$ cat config.mk
export PLATFORM = sky130hd
export DESIGN_NAME = rob_dispatch_unit_flat
export DESIGN_NICKNAME = d
export VERILOG_FILES = /design/src/rtl/rob_dispatch_unit_pkg.sv /design/src/rtl/rob_dispatch_unit_if.sv /design/src/rtl/rob_dispatch_unit_dispatch_queue.sv /design/src/rtl/rob_dispatch_unit.sv /design/src/flat_wrapper.sv
export SDC_FILE = /design/constraint.sdc
export NUM_CORES = 1
export LEC_CHECK = 0
export CAP_MARGIN = 20
export CELL_PAD_IN_SITES_DETAIL_PLACEMENT = 0
export CELL_PAD_IN_SITES_GLOBAL_PLACEMENT = 2
export CORE_UTILIZATION = 37
export CTS_CLUSTER_SIZE = 16
export DETAILED_ROUTE_END_ITERATION = 10
export HOLD_SLACK_MARGIN = 0.06
export PLACE_DENSITY = 0.78
export SLEW_MARGIN = 20
export SYNTH_ARGS = -nofsm -noshare
export SYNTH_HDL_FRONTEND = slang
export SYNTH_HIERARCHICAL = 1
export SYNTH_SLANG_ARGS = --single-unit
export TNS_END_PERCENT = 100
$ cat constraint.sdc
create_clock -name clk_in -period 4.6 [get_ports clk_in]
set_input_delay 0.92 -clock clk_in [delete_from_list [all_inputs] [get_ports clk_in]]
set_output_delay 0.92 -clock clk_in [all_outputs]
set_load 0.005 [all_outputs]
$ cat src/rtl/rob_dispatch_unit_pkg.sv
// Widths shared with the reorder buffer, the packed queue entry and the head state encoding
// used by the ROB dispatch unit.
package rob_dispatch_unit_pkg;
   localparam int NUM_GENERAL_PURPOSE_REGISTER        = 32;
   localparam int ROB_INSTRUCTION_TYPE_WIDTH_IN_BITS  = 6;
   localparam int ROB_DST_WIDTH_IN_BITS               = $clog2(NUM_GENERAL_PURPOSE_REGISTER);
   localparam int ROB_ADDRESS_WIDTH_IN_BITS           = 32;
   localparam int DEFAULT_QUEUE_DEPTH                 = 4;
   localparam int DEFAULT_STALL_COUNTER_WIDTH_IN_BITS = 16;
   localparam int DISPATCHED_COUNTER_WIDTH_IN_BITS    = 32;

   typedef struct packed {
      logic [ROB_INSTRUCTION_TYPE_WIDTH_IN_BITS-1:0] instruction_type;
      logic [ROB_DST_WIDTH_IN_BITS-1:0]              dst;
      logic [ROB_ADDRESS_WIDTH_IN_BITS-1:0]          address;
   } dispatch_entry_t;

   typedef enum logic [0:0] {
      HEAD_EMPTY   = 1'b0,
      HEAD_PRESENT = 1'b1
   } head_state_t;
endpackage

$ cat src/rtl/rob_dispatch_unit_if.sv
// Decode-side and ROB-side handshake bundle of the dispatch unit.
// The slave modport is the dispatch unit's view; master is the surrounding pipeline.
interface rob_dispatch_unit_if;
   import rob_dispatch_unit_pkg::*;

   logic                                          decode_valid_in;
   logic                                          decode_ready_out;
   logic [ROB_INSTRUCTION_TYPE_WIDTH_IN_BITS-1:0] decode_instruction_type_in;
   logic [ROB_DST_WIDTH_IN_BITS-1:0]              decode_dst_in;
   logic [ROB_ADDRESS_WIDTH_IN_BITS-1:0]          decode_address_in;
   logic                                          dispatch_valid_out;
   logic [ROB_INSTRUCTION_TYPE_WIDTH_IN_BITS-1:0] dispatch_instruction_type_out;
   logic [ROB_DST_WIDTH_IN_BITS-1:0]              dispatch_dst_out;
   logic [ROB_ADDRESS_WIDTH_IN_BITS-1:0]          dispatch_address_out;
   logic                                          issue_ack_in;

   modport slave (
      input  decode_valid_in, decode_instruction_type_in, decode_dst_in, decode_address_in,
      input  issue_ack_in,
      output decode_ready_out,
      output dispatch_valid_out, dispatch_instruction_type_out, dispatch_dst_out, dispatch_address_out
   );

   modport master (
      output decode_valid_in, decode_instruction_type_in, decode_dst_in, decode_address_in,
      output issue_ack_in,
      input  decode_ready_out,
      input  dispatch_valid_out, dispatch_instruction_type_out, dispatch_dst_out, dispatch_address_out
   );
endinterface

$ cat src/rtl/rob_dispatch_unit_dispatch_queue.sv
// In-order instruction FIFO with flush. The head entry and the ready flag are registered
// from next-state values so nothing on the write side reaches the read side combinationally.
module dispatch_queue
   import rob_dispatch_unit_pkg::*;
#(
   parameter int DEPTH = DEFAULT_QUEUE_DEPTH
) (
   input  logic                     clk,
   input  logic                     reset,
   input  logic                     flush,
   input  logic                     push,
   input  logic                     pop,
   input  dispatch_entry_t          wr_entry,
   output dispatch_entry_t          head_entry,
   output logic                     ready,
   output logic [$clog2(DEPTH):0]   count
);
   localparam int PTR_W = $clog2(DEPTH);
   localparam int CNT_W = PTR_W + 1;
   localparam logic [PTR_W-1:0] PTR_ONE  = PTR_W'(1);
   localparam logic [PTR_W-1:0] PTR_ZERO = PTR_W'(0);
   localparam logic [CNT_W-1:0] CNT_ONE  = CNT_W'(1);
   localparam logic [CNT_W-1:0] CNT_ZERO = CNT_W'(0);
   localparam logic [CNT_W-1:0] CNT_FULL = CNT_W'(DEPTH);

   dispatch_entry_t   mem_r [DEPTH];
   dispatch_entry_t   head_r;
   dispatch_entry_t   head_next_s;
   logic [PTR_W-1:0]  wr_ptr_r;
   logic [PTR_W-1:0]  rd_ptr_r;
   logic [PTR_W-1:0]  wr_ptr_next_s;
   logic [PTR_W-1:0]  rd_ptr_next_s;
   logic [CNT_W-1:0]  count_r;
   logic [CNT_W-1:0]  count_next_s;
   logic              ready_r;
   logic              do_push_s;
   logic              do_pop_s;

   // Next pointers and count; flush overrides any push or pop
   always_comb begin
      do_push_s     = 1'b0;
      do_pop_s      = 1'b0;
      wr_ptr_next_s = wr_ptr_r;
      rd_ptr_next_s = rd_ptr_r;
      count_next_s  = count_r;
      head_next_s   = head_r;
      if (flush) begin
         wr_ptr_next_s = PTR_ZERO;
         rd_ptr_next_s = PTR_ZERO;
         count_next_s  = CNT_ZERO;
      end else begin
         do_push_s     = push && (count_r != CNT_FULL);
         do_pop_s      = pop && (count_r != CNT_ZERO);
         wr_ptr_next_s = do_push_s ? (wr_ptr_r + PTR_ONE) : wr_ptr_r;
         rd_ptr_next_s = do_pop_s ? (rd_ptr_r + PTR_ONE) : rd_ptr_r;
         case ({do_push_s, do_pop_s})
            2'b10:   count_next_s = count_r + CNT_ONE;
            2'b01:   count_next_s = count_r - CNT_ONE;
            default: count_next_s = count_r;
         endcase
      end
      // The entry being written becomes the head when it lands on the new read slot
      if (do_push_s && (wr_ptr_r == rd_ptr_next_s)) begin
         head_next_s = wr_entry;
      end else begin
         head_next_s = mem_r[rd_ptr_next_s];
      end
   end

   // Storage, pointers, count and the registered head/ready views
   always_ff @(posedge clk) begin
      if (reset) begin
         for (int i = 0; i < DEPTH; i++) begin
            mem_r[i] <= '0;
         end
         wr_ptr_r <= PTR_ZERO;
         rd_ptr_r <= PTR_ZERO;
         count_r  <= CNT_ZERO;
         head_r   <= '0;
         ready_r  <= 1'b1;
      end else begin
         if (do_push_s) begin
            mem_r[wr_ptr_r] <= wr_entry;
         end
         wr_ptr_r <= wr_ptr_next_s;
         rd_ptr_r <= rd_ptr_next_s;
         count_r  <= count_next_s;
         head_r   <= head_next_s;
         ready_r  <= (count_next_s != CNT_FULL);
      end
   end

   assign head_entry = head_r;
   assign ready      = ready_r;
   assign count      = count_r;
endmodule

$ cat src/rtl/rob_dispatch_unit.sv
// Transmitter side of the ROB dispatch interface: queues decoded instructions, presents the head
// to the reorder buffer until acknowledged, and keeps stall and dispatch counters.
module rob_dispatch_unit
   import rob_dispatch_unit_pkg::*;
#(
   parameter int QUEUE_DEPTH                 = DEFAULT_QUEUE_DEPTH,
   parameter int STALL_COUNTER_WIDTH_IN_BITS = DEFAULT_STALL_COUNTER_WIDTH_IN_BITS
) (
   input  logic                                        clk_in,
   input  logic                                        reset_in,
   rob_dispatch_unit_if.slave                          rob_if,
   input  logic                                        flush_in,
   output logic [STALL_COUNTER_WIDTH_IN_BITS-1:0]      stall_cycle_count_out,
   output logic [DISPATCHED_COUNTER_WIDTH_IN_BITS-1:0] dispatched_count_out
);
   localparam int SW    = STALL_COUNTER_WIDTH_IN_BITS;
   localparam int DW    = DISPATCHED_COUNTER_WIDTH_IN_BITS;
   localparam int CNT_W = $clog2(QUEUE_DEPTH) + 1;
   localparam logic [CNT_W-1:0] CNT_ONE    = CNT_W'(1);
   localparam logic [SW-1:0]    STALL_ONE  = SW'(1);
   localparam logic [SW-1:0]    STALL_ZERO = SW'(0);
   localparam logic [SW-1:0]    STALL_MAX  = {SW{1'b1}};
   localparam logic [DW-1:0]    DISP_ONE   = DW'(1);
   localparam logic [DW-1:0]    DISP_ZERO  = DW'(0);

   head_state_t      state_r;
   logic             valid_r;
   logic             ready_s;
   logic             push_s;
   logic             pop_s;
   logic             stall_s;
   logic [CNT_W-1:0] count_s;
   dispatch_entry_t  wr_entry_s;
   dispatch_entry_t  head_s;
   logic [SW-1:0]    stall_count_r;
   logic [DW-1:0]    dispatched_count_r;

   // Handshake qualification: an ack only counts while an entry is presented
   always_comb begin
      wr_entry_s.instruction_type = rob_if.decode_instruction_type_in;
      wr_entry_s.dst              = rob_if.decode_dst_in;
      wr_entry_s.address          = rob_if.decode_address_in;
      push_s  = rob_if.decode_valid_in && ready_s;
      pop_s   = valid_r && rob_if.issue_ack_in;
      stall_s = valid_r && !rob_if.issue_ack_in;
   end

   dispatch_queue #(
      .DEPTH (QUEUE_DEPTH)
   ) u_queue (
      .clk        (clk_in),
      .reset      (reset_in),
      .flush      (flush_in),
      .push       (push_s),
      .pop        (pop_s),
      .wr_entry   (wr_entry_s),
      .head_entry (head_s),
      .ready      (ready_s),
      .count      (count_s)
   );

   // Head state machine; dispatch valid is its registered output
   always_ff @(posedge clk_in) begin
      if (reset_in) begin
         state_r <= HEAD_EMPTY;
         valid_r <= 1'b0;
      end else begin
         case (state_r)
            HEAD_EMPTY: begin
               if (!flush_in && push_s) begin
                  state_r <= HEAD_PRESENT;
                  valid_r <= 1'b1;
               end else begin
                  state_r <= HEAD_EMPTY;
                  valid_r <= 1'b0;
               end
            end
            HEAD_PRESENT: begin
               if (flush_in || (pop_s && (count_s == CNT_ONE) && !push_s)) begin
                  state_r <= HEAD_EMPTY;
                  valid_r <= 1'b0;
               end else begin
                  state_r <= HEAD_PRESENT;
                  valid_r <= 1'b1;
               end
            end
            default: begin
               state_r <= HEAD_EMPTY;
               valid_r <= 1'b0;
            end
         endcase
      end
   end

   // Stall and throughput counters survive a flush; only reset clears them
   always_ff @(posedge clk_in) begin
      if (reset_in) begin
         stall_count_r      <= STALL_ZERO;
         dispatched_count_r <= DISP_ZERO;
      end else begin
         if (stall_s && (stall_count_r != STALL_MAX)) begin
            stall_count_r <= stall_count_r + STALL_ONE;
         end
         if (pop_s) begin
            dispatched_count_r <= dispatched_count_r + DISP_ONE;
         end
      end
   end

   assign rob_if.decode_ready_out              = ready_s;
   assign rob_if.dispatch_valid_out            = valid_r;
   assign rob_if.dispatch_instruction_type_out = head_s.instruction_type;
   assign rob_if.dispatch_dst_out              = head_s.dst;
   assign rob_if.dispatch_address_out          = head_s.address;
   assign stall_cycle_count_out                = stall_count_r;
   assign dispatched_count_out                 = dispatched_count_r;
endmodule

$ cat src/flat_wrapper.sv
// flat-port wrapper written by rule: the top's interface ports become plain ports
module rob_dispatch_unit_flat import rob_dispatch_unit_pkg::*;
#(
   parameter int QUEUE_DEPTH                 = DEFAULT_QUEUE_DEPTH,
   parameter int STALL_COUNTER_WIDTH_IN_BITS = DEFAULT_STALL_COUNTER_WIDTH_IN_BITS
)
  (clk_in, reset_in, flush_in, stall_cycle_count_out, dispatched_count_out, rob_if_decode_valid_in, rob_if_decode_instruction_type_in, rob_if_decode_dst_in, rob_if_decode_address_in, rob_if_issue_ack_in, rob_if_decode_ready_out, rob_if_dispatch_valid_out, rob_if_dispatch_instruction_type_out, rob_if_dispatch_dst_out, rob_if_dispatch_address_out);
  rob_dispatch_unit_if rob_if_i ();
  input  logic clk_in;
  input  logic reset_in;
  input  logic flush_in;
  output logic [STALL_COUNTER_WIDTH_IN_BITS-1:0] stall_cycle_count_out;
  output logic [DISPATCHED_COUNTER_WIDTH_IN_BITS-1:0] dispatched_count_out;
  input wire logic [$bits(rob_if_i.decode_valid_in)-1:0] rob_if_decode_valid_in;
  input wire logic [$bits(rob_if_i.decode_instruction_type_in)-1:0] rob_if_decode_instruction_type_in;
  input wire logic [$bits(rob_if_i.decode_dst_in)-1:0] rob_if_decode_dst_in;
  input wire logic [$bits(rob_if_i.decode_address_in)-1:0] rob_if_decode_address_in;
  input wire logic [$bits(rob_if_i.issue_ack_in)-1:0] rob_if_issue_ack_in;
  output wire logic [$bits(rob_if_i.decode_ready_out)-1:0] rob_if_decode_ready_out;
  output wire logic [$bits(rob_if_i.dispatch_valid_out)-1:0] rob_if_dispatch_valid_out;
  output wire logic [$bits(rob_if_i.dispatch_instruction_type_out)-1:0] rob_if_dispatch_instruction_type_out;
  output wire logic [$bits(rob_if_i.dispatch_dst_out)-1:0] rob_if_dispatch_dst_out;
  output wire logic [$bits(rob_if_i.dispatch_address_out)-1:0] rob_if_dispatch_address_out;
  assign rob_if_i.decode_valid_in = rob_if_decode_valid_in;
  assign rob_if_i.decode_instruction_type_in = rob_if_decode_instruction_type_in;
  assign rob_if_i.decode_dst_in = rob_if_decode_dst_in;
  assign rob_if_i.decode_address_in = rob_if_decode_address_in;
  assign rob_if_i.issue_ack_in = rob_if_issue_ack_in;
  assign rob_if_decode_ready_out = rob_if_i.decode_ready_out;
  assign rob_if_dispatch_valid_out = rob_if_i.dispatch_valid_out;
  assign rob_if_dispatch_instruction_type_out = rob_if_i.dispatch_instruction_type_out;
  assign rob_if_dispatch_dst_out = rob_if_i.dispatch_dst_out;
  assign rob_if_dispatch_address_out = rob_if_i.dispatch_address_out;
  rob_dispatch_unit #(.QUEUE_DEPTH(QUEUE_DEPTH), .STALL_COUNTER_WIDTH_IN_BITS(STALL_COUNTER_WIDTH_IN_BITS)) u_core (.clk_in(clk_in), .reset_in(reset_in), .rob_if(rob_if_i), .flush_in(flush_in), .stall_cycle_count_out(stall_cycle_count_out), .dispatched_count_out(dispatched_count_out));
endmodule
Word-level counts from Yosys, hierarchy flattened --
Memories as Yosys holds them, arrays and structs flattened. A register that Yosys moved wholly into a read port is not among the register bits. Index checks and enable logic that the tools add are counted.
Operators by class: $add $sub $neg 6, equal/unequal tests 6, muxes and demuxes 16, bitwise operators 1, reductions and logical operators 16
Operator list (number):
- $mux W43 | 1
- $reduce_or A43 Y1 | 1
- $add A32 B1 Y32 const B | 1
- $add A16 B1 Y16 const B | 1
- $ne A16 B16 Y1 const B | 1
- $logic_and A1 B1 Y1 | 9
- $mux W1 | 9
- $mux W2 | 3
- $ne A3 B3 Y1 const B | 2
- $pmux W3 S2 | 1
- $add A2 B1 Y2 const B | 2
- $add A3 B1 Y3 const B | 1
- $eq A3 B1 Y1 const B | 1
- $logic_not A1 Y1 | 3
- $mux W3 | 1
- $reduce_bool A3 Y1 | 1
- $sub A3 B1 Y3 const B | 1
- $eq A2 B1 Y1 const B | 1
- $eq A2 B2 Y1 const B | 1
- $pmux W1 S2 | 1
- $reduce_or A2 Y1 | 1
- $logic_or A1 B1 Y1 | 1
- $not A1 Y1 | 1
Storage, ports and cells: register bits after elaboration 57, memory bits (writable) 172, memories kept 1
Memories:
- u_core.u_queue.mem_r | depth 4, width 43, read ports 1, clocked after memory_dff 1, wr ports 4, RTL line rob_dispatch_unit_dispatch_queue.sv:26 | dispatch_entry_t mem_r [DEPTH];

Longest topological paths before layout --
Gate-level depths: netlist (run 1).
word-level depth 8, depth in mapped cells 12

Hierarchy --
The synthesis (run 1) kept the hierarchy.
Modules (own cells, without submodules):
- dispatch_queue | instances 1, cells each 719, area an instance 9711.8 sq um, sequential area each 6185.9 sq um
- rob_dispatch_unit | instances 1, cells each 292, area an instance 2532.4 sq um, sequential area each 980.9 sq um

Worst setup path before layout (run 1) --
No wires, ideal clock.
kind input to register, start point in flush_in, end point mem u_core/u_queue/mem_r[3][0] (netlist name) (enable), library setup time 453 ps, arrival time 3297 ps, data required time 4147 ps, slack 850 ps, cell stages on the path 3, buffers on the path 1, cell sequence clkbuf_1 nand2b_1 o21bai_1
RTL lines:
- from (decl) | RTL line flat_wrapper.sv:11 | input logic flush_in;
- to (decl) | RTL line rob_dispatch_unit_dispatch_queue.sv:26

Final worst setup path (run 1) --
start point in rob_if_issue_ack_in, end point reg, netlist name u_core/u_queue/head_entry[37]
On the way: word-level cells in the longest chain between the ends 4
RTL lines:
- from (decl) | RTL line flat_wrapper.sv:18 | input wire logic [$bits(rob_if_i.issue_ack_in)-1:0] rob_if_issue_ack_in;
- $logic_and A1 B1 Y1 | RTL line rob_dispatch_unit.sv:44 | pop_s = valid_r && rob_if.issue_ack_in;
- $logic_and A1 B1 Y1 | RTL line rob_dispatch_unit_dispatch_queue.sv:53 | do_pop_s = pop && (count_r != CNT_ZERO);
- $mux W2 | RTL line rob_dispatch_unit_dispatch_queue.sv:55 | rd_ptr_next_s = do_pop_s ? (rd_ptr_r + PTR_ONE) : rd_ptr_r;
- $mux W2 | RTL line rob_dispatch_unit_dispatch_queue.sv:47 | if (flush) begin
No other way between the ends. A chain may end at the register's enable or synchronous reset.

==> flow_summary.yaml, run 1 <==
power_and_ir_drop:
  sequentialPowerShare: 0.511
  power.share.clock: 0.429
  p_switching_uw: 1143
  internal-power_uw: 4182
  ir_drop_mv: 0.2787
  swShare: 0.2147
  power_density_mw_per_mm2: 352.9
  p_comb_frac: 0.061
  leakage_uw: 0.005725
die:
  rows: 66
  fp.dieH_um: 183.9
  dieArea_mm2: 0.03382
  initial_core_util: 0.3763
  die_x_um: 183.9
  pin_count: 141
  core_area_mm2: 0.03254
critical_path:
  critPathKind: "input port to register"
  required_ns: 5.02
  startpoint_type: "input port"
  crit_top_cell: "buf_4"
  cp_top_family: "buffers and inverters"
  cpMaxStageDelayCell: "clkdlybuf4s50_1"
  crit_path_end_kind: "register"
  critPathMaxFanout: 21
  cpPeakStageDelay_ns: 0.54
  cp_num_buf_inv: 3
  worstPathCellList: "clkdlybuf4s50_1 > and2_1 > o31a_1 > xnor2_4 > buf_4 > buf_4 > mux2i_1 > o2bb2ai_1 > nor3_1 > mux2_4"
  worstPathArrival_ns: 3.87
synthesis:
  synth-main-ff-cell: "edfxtp_1"
  ys_seq_area_frac: 0.5853
  syn-cell-area_mm2: 0.01224
  async_flop_share: 0
  synth_cell_types: 57
  synthTopCellsByArea: "edfxtp_1 (42%), dfxtp_1 (16%), and2_1 (9.0%)"
  syn-num-nets: 1063
  synth_edf_count: 172
  yosys_register_bits: 272
  syn_inst: 1011
  yosysWarnings: 6
  synth_top_area_cell: "edfxtp_1"
  synth_top_area_frac: 0.4218
  synth.avg_cell_area_um2: 12.11
timing:
  fin_ws_ns: 1.159
  finClkSkew_ns: 0.007728
  finalCriticalPeriod_ns: 3.441
  slew_violations: 0
  fmax_mhz: 290.6
  relSlewSlack: 0.3551
  worst_pin_slew_ns: 0.9674
  rsz0062_at_grt: "false"
  fin_crit_sh: 0.7481
  fin_tns_setup_ns: 0
  hold_viol: 0
  setup_viol: 0
placed_design:
  place_inst: 1551
  place_congestion: 0.7490
  hpwl_um: 17630
  port_buffers: 140
  dp_slack_ns: 0.5509
clock_network:
  h-tree-depth: 1
  clockBufferDepth: 3
  insertion_delay_ns: 0.54
  cts_inserted_buffers: 30
  post_cts_buffers: 0
  clock_sink_count: 272
  cts_resized: 0
  cts-root-buf: "clkbuf_16"
  cts_tree: "built"
  clk_pin_slew_ns: 0.06
  hold_buffers: 0
global_route:
  grt_pass1_vias: 8068
  grt-ovfl-total: 0
  grt_pass1_wl_um: 46960
  grt_antenna_before_repair: 1
  grt_max_degree: 66
  grtUsageTotal: 0.1789
final_layout:
  layout_commonest_cell: "and2_1"
  fin_cells: 1607
  finish.utilization: 0.4638
  fillers: 3022
  fin_nets: 1193
  areaGrowthSynthToFinish_pct: 23.25
  drive_above_1_share: 0.1150
  antennaDiodeCount: 0
  final_cell_mix: "and2_1 (176), edfxtp_1 (172), clkdlybuf4s50_1 (139)"
detailed_routing:
  antenna_violating_nets_post_route: 0
  via_count: 8093
  wirelength_um: 29990
  wl_per_cell_um: 18.66
  dr.pass1.iters: 4
  drc: 0
  viasPerCell: 5.036
  drtIter0Drc: 404
job:
  cap_violations: 0
min_path:
  hold_class: "register to register"
run_status:
  status: "complete, no violations"
-- cells in the mapped netlist (5+ instances only) --
cell type	n
o31ai_1	13
nand2_1	21
o2bb2ai_1	42
nand2b_1	5
mux2_4	39
nand4_1	16
clkbuf_1	38
nor3_1	50
nor4_1	6
and3_1	6
buf_6	6
dfxtp_1	100
nand3_1	12
mux2_1	10
xor2_1	12
inv_1	8
edfxtp_1	172
nor2_1	77
and4_1	6
nor2b_1	12
buf_2	12
mux2i_1	48
or3_1	10
o21ai_0	12
and2_1	176
a21oi_1	31
or4_1	14
-- cell type report --
class                      instances  area, um^2  area share
clock buffer                      44       854.6     0.05663
clock inverter                    12       87.58    0.005804
inverter                           8       30.03    0.001990
multi-input combinational        666        4777      0.3166
sequential                       272        7167      0.4749
tap                              442       553.0     0.03665
timing repair buffer             163        1622      0.1075
-- state kept, by name, indices dropped and copies added (netlist names) --
name                              flops
u_core/u_queue/ready                  1
u_core/u_queue/head_entry            43
u_core/u_queue/mem_r                172
u_core/u_queue/rd_ptr_r               2
u_core/u_queue/count                  3
u_core/u_queue/wr_ptr_r               2
u_core/rob_if.dispatch_valid_out      1
u_core/dispatched_count_out          32
u_core/stall_cycle_count_out         16
-- worst paths after layout --
check,from,to,slack (ns),cells past startpoint
setup / recovery,rob_if_issue_ack_in,u_core/u_queue/head_entry[37],1.16,10
hold / removal,u_core/dispatched_count_out[30],u_core/dispatched_count_out[30],0.50,2
hold reg to reg,u_core/dispatched_count_out[30],u_core/dispatched_count_out[30],0.50,2
setup reg to reg,u_core/rob_if.dispatch_valid_out,u_core/u_queue/head_entry[37],1.53,9
-- worst reg2reg max path, stage by stage, from the launching register on --
cell and delay, ns:
dfxtp_1 0.51, and2_1 0.32, o31a_1 0.46, xnor2_4 0.17
buf_4 0.29, buf_4 0.45, mux2i_1 0.25, o2bb2ai_1 0.13
nor3_1 0.07, mux2_4 0.29
-- power groups by stage --
stage	Combinational [uW]	Sequential, uW	Clock [uW]
finish	323	2720	2280
global route	351	2730	2440
CTS	330	2720	2340
detailed placement	329	2770	0
global placement	326	2770	0
floorplan	157	2760	0
-- layer usage --
layer / global-route usage / vias up / routed length (um)
met1: 0.2449 / 3970 / 14060
met5: 0 / - / 14
li1: - / 3930 / -
met3: 0.02773 / 32 / 1289
met4: 0.03400 / 2 / 379
met2: 0.2998 / 159 / 14240
-- cells by family (layout without fill, tap and decap cells) --
group	Yosys count	in the layout	synth area share
xor gates and xnor gates	16	16	0.01298
adders and majority gates	4	4	0.004701
muxes	101	101	0.09994
AOI/OAI and AO/OA	117	117	0.06867
DFF	272	272	0.5853
and+or+nand+nor	428	428	0.1998
buffers and inverters	73	227	0.02861
-- per-stage QoR --
stage	instance area, um^2	power (uW)	hold WS [ns]
floorplan	12240	2919	0.4765
global placement	14150	3096	0.4850
detailed placement	14150	3099	0.4964
CTS	15090	5394	0.5043
global route	15090	5520	0.5220
finish	15090	5325	0.5038
Power figures use the tool's default switching activity.
==> run 2, diff against run 1 <==
- clock period: 4.6 -> 3.3 ns (I/O delays scaled with it)
==> run 2 against run 1 <==
Net effect:
- highest routed layer is now met4
- die area unchanged
- clock skew up 0.016 ns
- utilization up 0.82 points
- largest cell class unchanged
==> flow_summary.yaml, run 2 (synthesis results as in run 1) <==
clock_network:
  hold_buffers: 0
  cts-root-buf: "clkbuf_16"
  h-tree-depth: 1
  clock_sink_count: 272
  post_cts_buffers: 0
  clk_pin_slew_ns: 0.06
  clockBufferDepth: 3
  cts_tree: "built"
  cts_inserted_buffers: 31
  cts_resized: 0
  insertion_delay_ns: 0.55
final_layout:
  seq_area_mm2: 0.007167
  top_register: "u_core/u_queue/mem_r"
  fillers: 2961
  drive_above_1_share: 0.1270
  largest_reg_flops: 172
  final_cell_mix: "and2_1 (176), edfxtp_1 (172), clkdlybuf4s50_1 (139)"
  antennaDiodeCount: 0
  layout_commonest_cell: "and2_1"
  multi_input_area_mm2: 0.004777
  fin_cells: 1623
  areaGrowthSynthToFinish_pct: 25.42
  fin_nets: 1209
  finish.utilization: 0.4720
  fin_area_mm2: 0.01536
power_and_ir_drop:
  swShare: 0.2150
  power_density_mw_per_mm2: 484.1
  sequentialPowerShare: 0.509
  ir_drop_mv: 0.3954
  p_switching_uw: 1598
  power.share.clock: 0.427
  p_comb_frac: 0.064
  internal-power_uw: 5836
  leakage_uw: 0.005864
detailed_routing:
  wl_per_cell_um: 18.50
  drtIter0Drc: 489
  antenna_violating_nets_post_route: 0
  drc: 0
  viasPerCell: 5.036
  wirelength_um: 30020
  dr.pass1.iters: 4
  via_count: 8173
die:
  pin_count: 141
  rows: 66
  die_x_um: 183.9
  dieArea_mm2: 0.03382
  core_area_mm2: 0.03254
  initial_core_util: 0.3763
  fp.dieH_um: 183.9
timing:
  rsz0062_at_grt: "false"
  worst_pin_slew_ns: 0.5601
  setup_viol: 0
  hold_viol: 0
  fin_tns_setup_ns: 0
  relSlewSlack: 0.6266
  fin_ws_ns: 0.6461
  fin_crit_sh: 0.8042
  slew_violations: 0
  finClkSkew_ns: 0.02388
  fmax_mhz: 376.8
  finalCriticalPeriod_ns: 2.654
global_route:
  grt_pass1_wl_um: 45730
  grt_max_degree: 110
  grtUsageTotal: 0.1760
  grt-ovfl-total: 0
  grt_antenna_before_repair: 0
  grt_pass1_vias: 7846
run_status:
  status: "complete, no violations"
min_path:
  hold_class: "register to register"
placed_design:
  place_inst: 1566
  port_buffers: 140
  hpwl_um: 18110
  placed_cell_area_mm2: 0.01441
  place_congestion: 0.7516
  dp_slack_ns: 0.09674
critical_path:
  crit_path_end_kind: "register"
  worstPathArrival_ns: 3.10
  critPathKind: "input port to register"
  worstPathCellList: "clkdlybuf4s50_1 > and2_1 > o31a_1 > buf_4 > a31oi_1 > o31a_2 > inv_1 > a221o_4 > buf_12 > mux2_2"
  startpoint_type: "input port"
  cpMaxStageDelayCell: "clkdlybuf4s50_1"
  required_ns: 3.74
  critPathMaxFanout: 28
  cpPeakStageDelay_ns: 0.53
job:
  cap_violations: 0
run 2: cell types whose count changed in the layout (fill, tap and decap cells not counted):
| cell | before | now |
|---|---|---|
| clkinvlp_4 | 2 | 1 |
| clkbuf_8 | 3 | 6 |
| bufinv_16 | 1 | 0 |
| buf_12 | 4 | 16 |
| buf_4 | 20 | 23 |
run 2: area by class of cell:
| type | count | share of cell area |
|---|---|---|
| inverters | 8 | 0.001955 |
| clock inverters | 10 | 0.003259 |
| well taps | 442 | 0.03601 |
| clock buffers | 47 | 0.05833 |
| repair buffers | 178 | 0.1227 |
| flip-flops and latches | 272 | 0.4667 |
| multi-input cells | 666 | 0.3111 |
run 2: power groups by stage:
| stage | clock network [uW] | registers [uW] | logic, uW |
|---|---|---|---|
| after floorplan | 0 | 3850 | 220 |
| after global placement | 0 | 3860 | 477 |
| after detailed placement | 0 | 3860 | 482 |
| after CTS | 3250 | 3790 | 484 |
| after global routing | 3390 | 3800 | 511 |
| final | 3170 | 3790 | 474 |
run 2: path summary, 6_finish.rpt:
kind	start	endpoint	slack [ns]	cells after the start
worst max-delay path	rob_if_issue_ack_in	u_core/u_queue/head_entry[22]	0.65	10
worst min register to register	u_core/dispatched_count_out[15]	u_core/dispatched_count_out[15]	0.52	2
worst max register to register	u_core/u_queue/count[2]	u_core/u_queue/head_entry[3]	0.86	7
worst min-delay path	u_core/dispatched_count_out[15]	u_core/dispatched_count_out[15]	0.52	2
run 2: stage by stage:
stage / hold WS (ns) / power [uW]
2_1_floorplan: 0.4765 / 4069
3_5_place_dp: 0.5067 / 4341
3_3_place_gp: 0.4937 / 4335
4_1_cts: 0.5162 / 7517
6_report: 0.5189 / 7435
5_1_grt: 0.5428 / 7693
run 2: critical path, delay by kind of cell:
family,cells,cell delay [ns]
and+or+nand+nor,1,0.21
buffers and inverters,4,1.07
muxes,1,0.37
AOI/OAI and AO/OA,4,0.75
run 2: per-layer routing:
layer,GRT usage,share of wire
met1,0.2295,0.45
met4,0.03967,0.016
met2,0.3076,0.49
met5,0,0
met3,0.02536,0.046
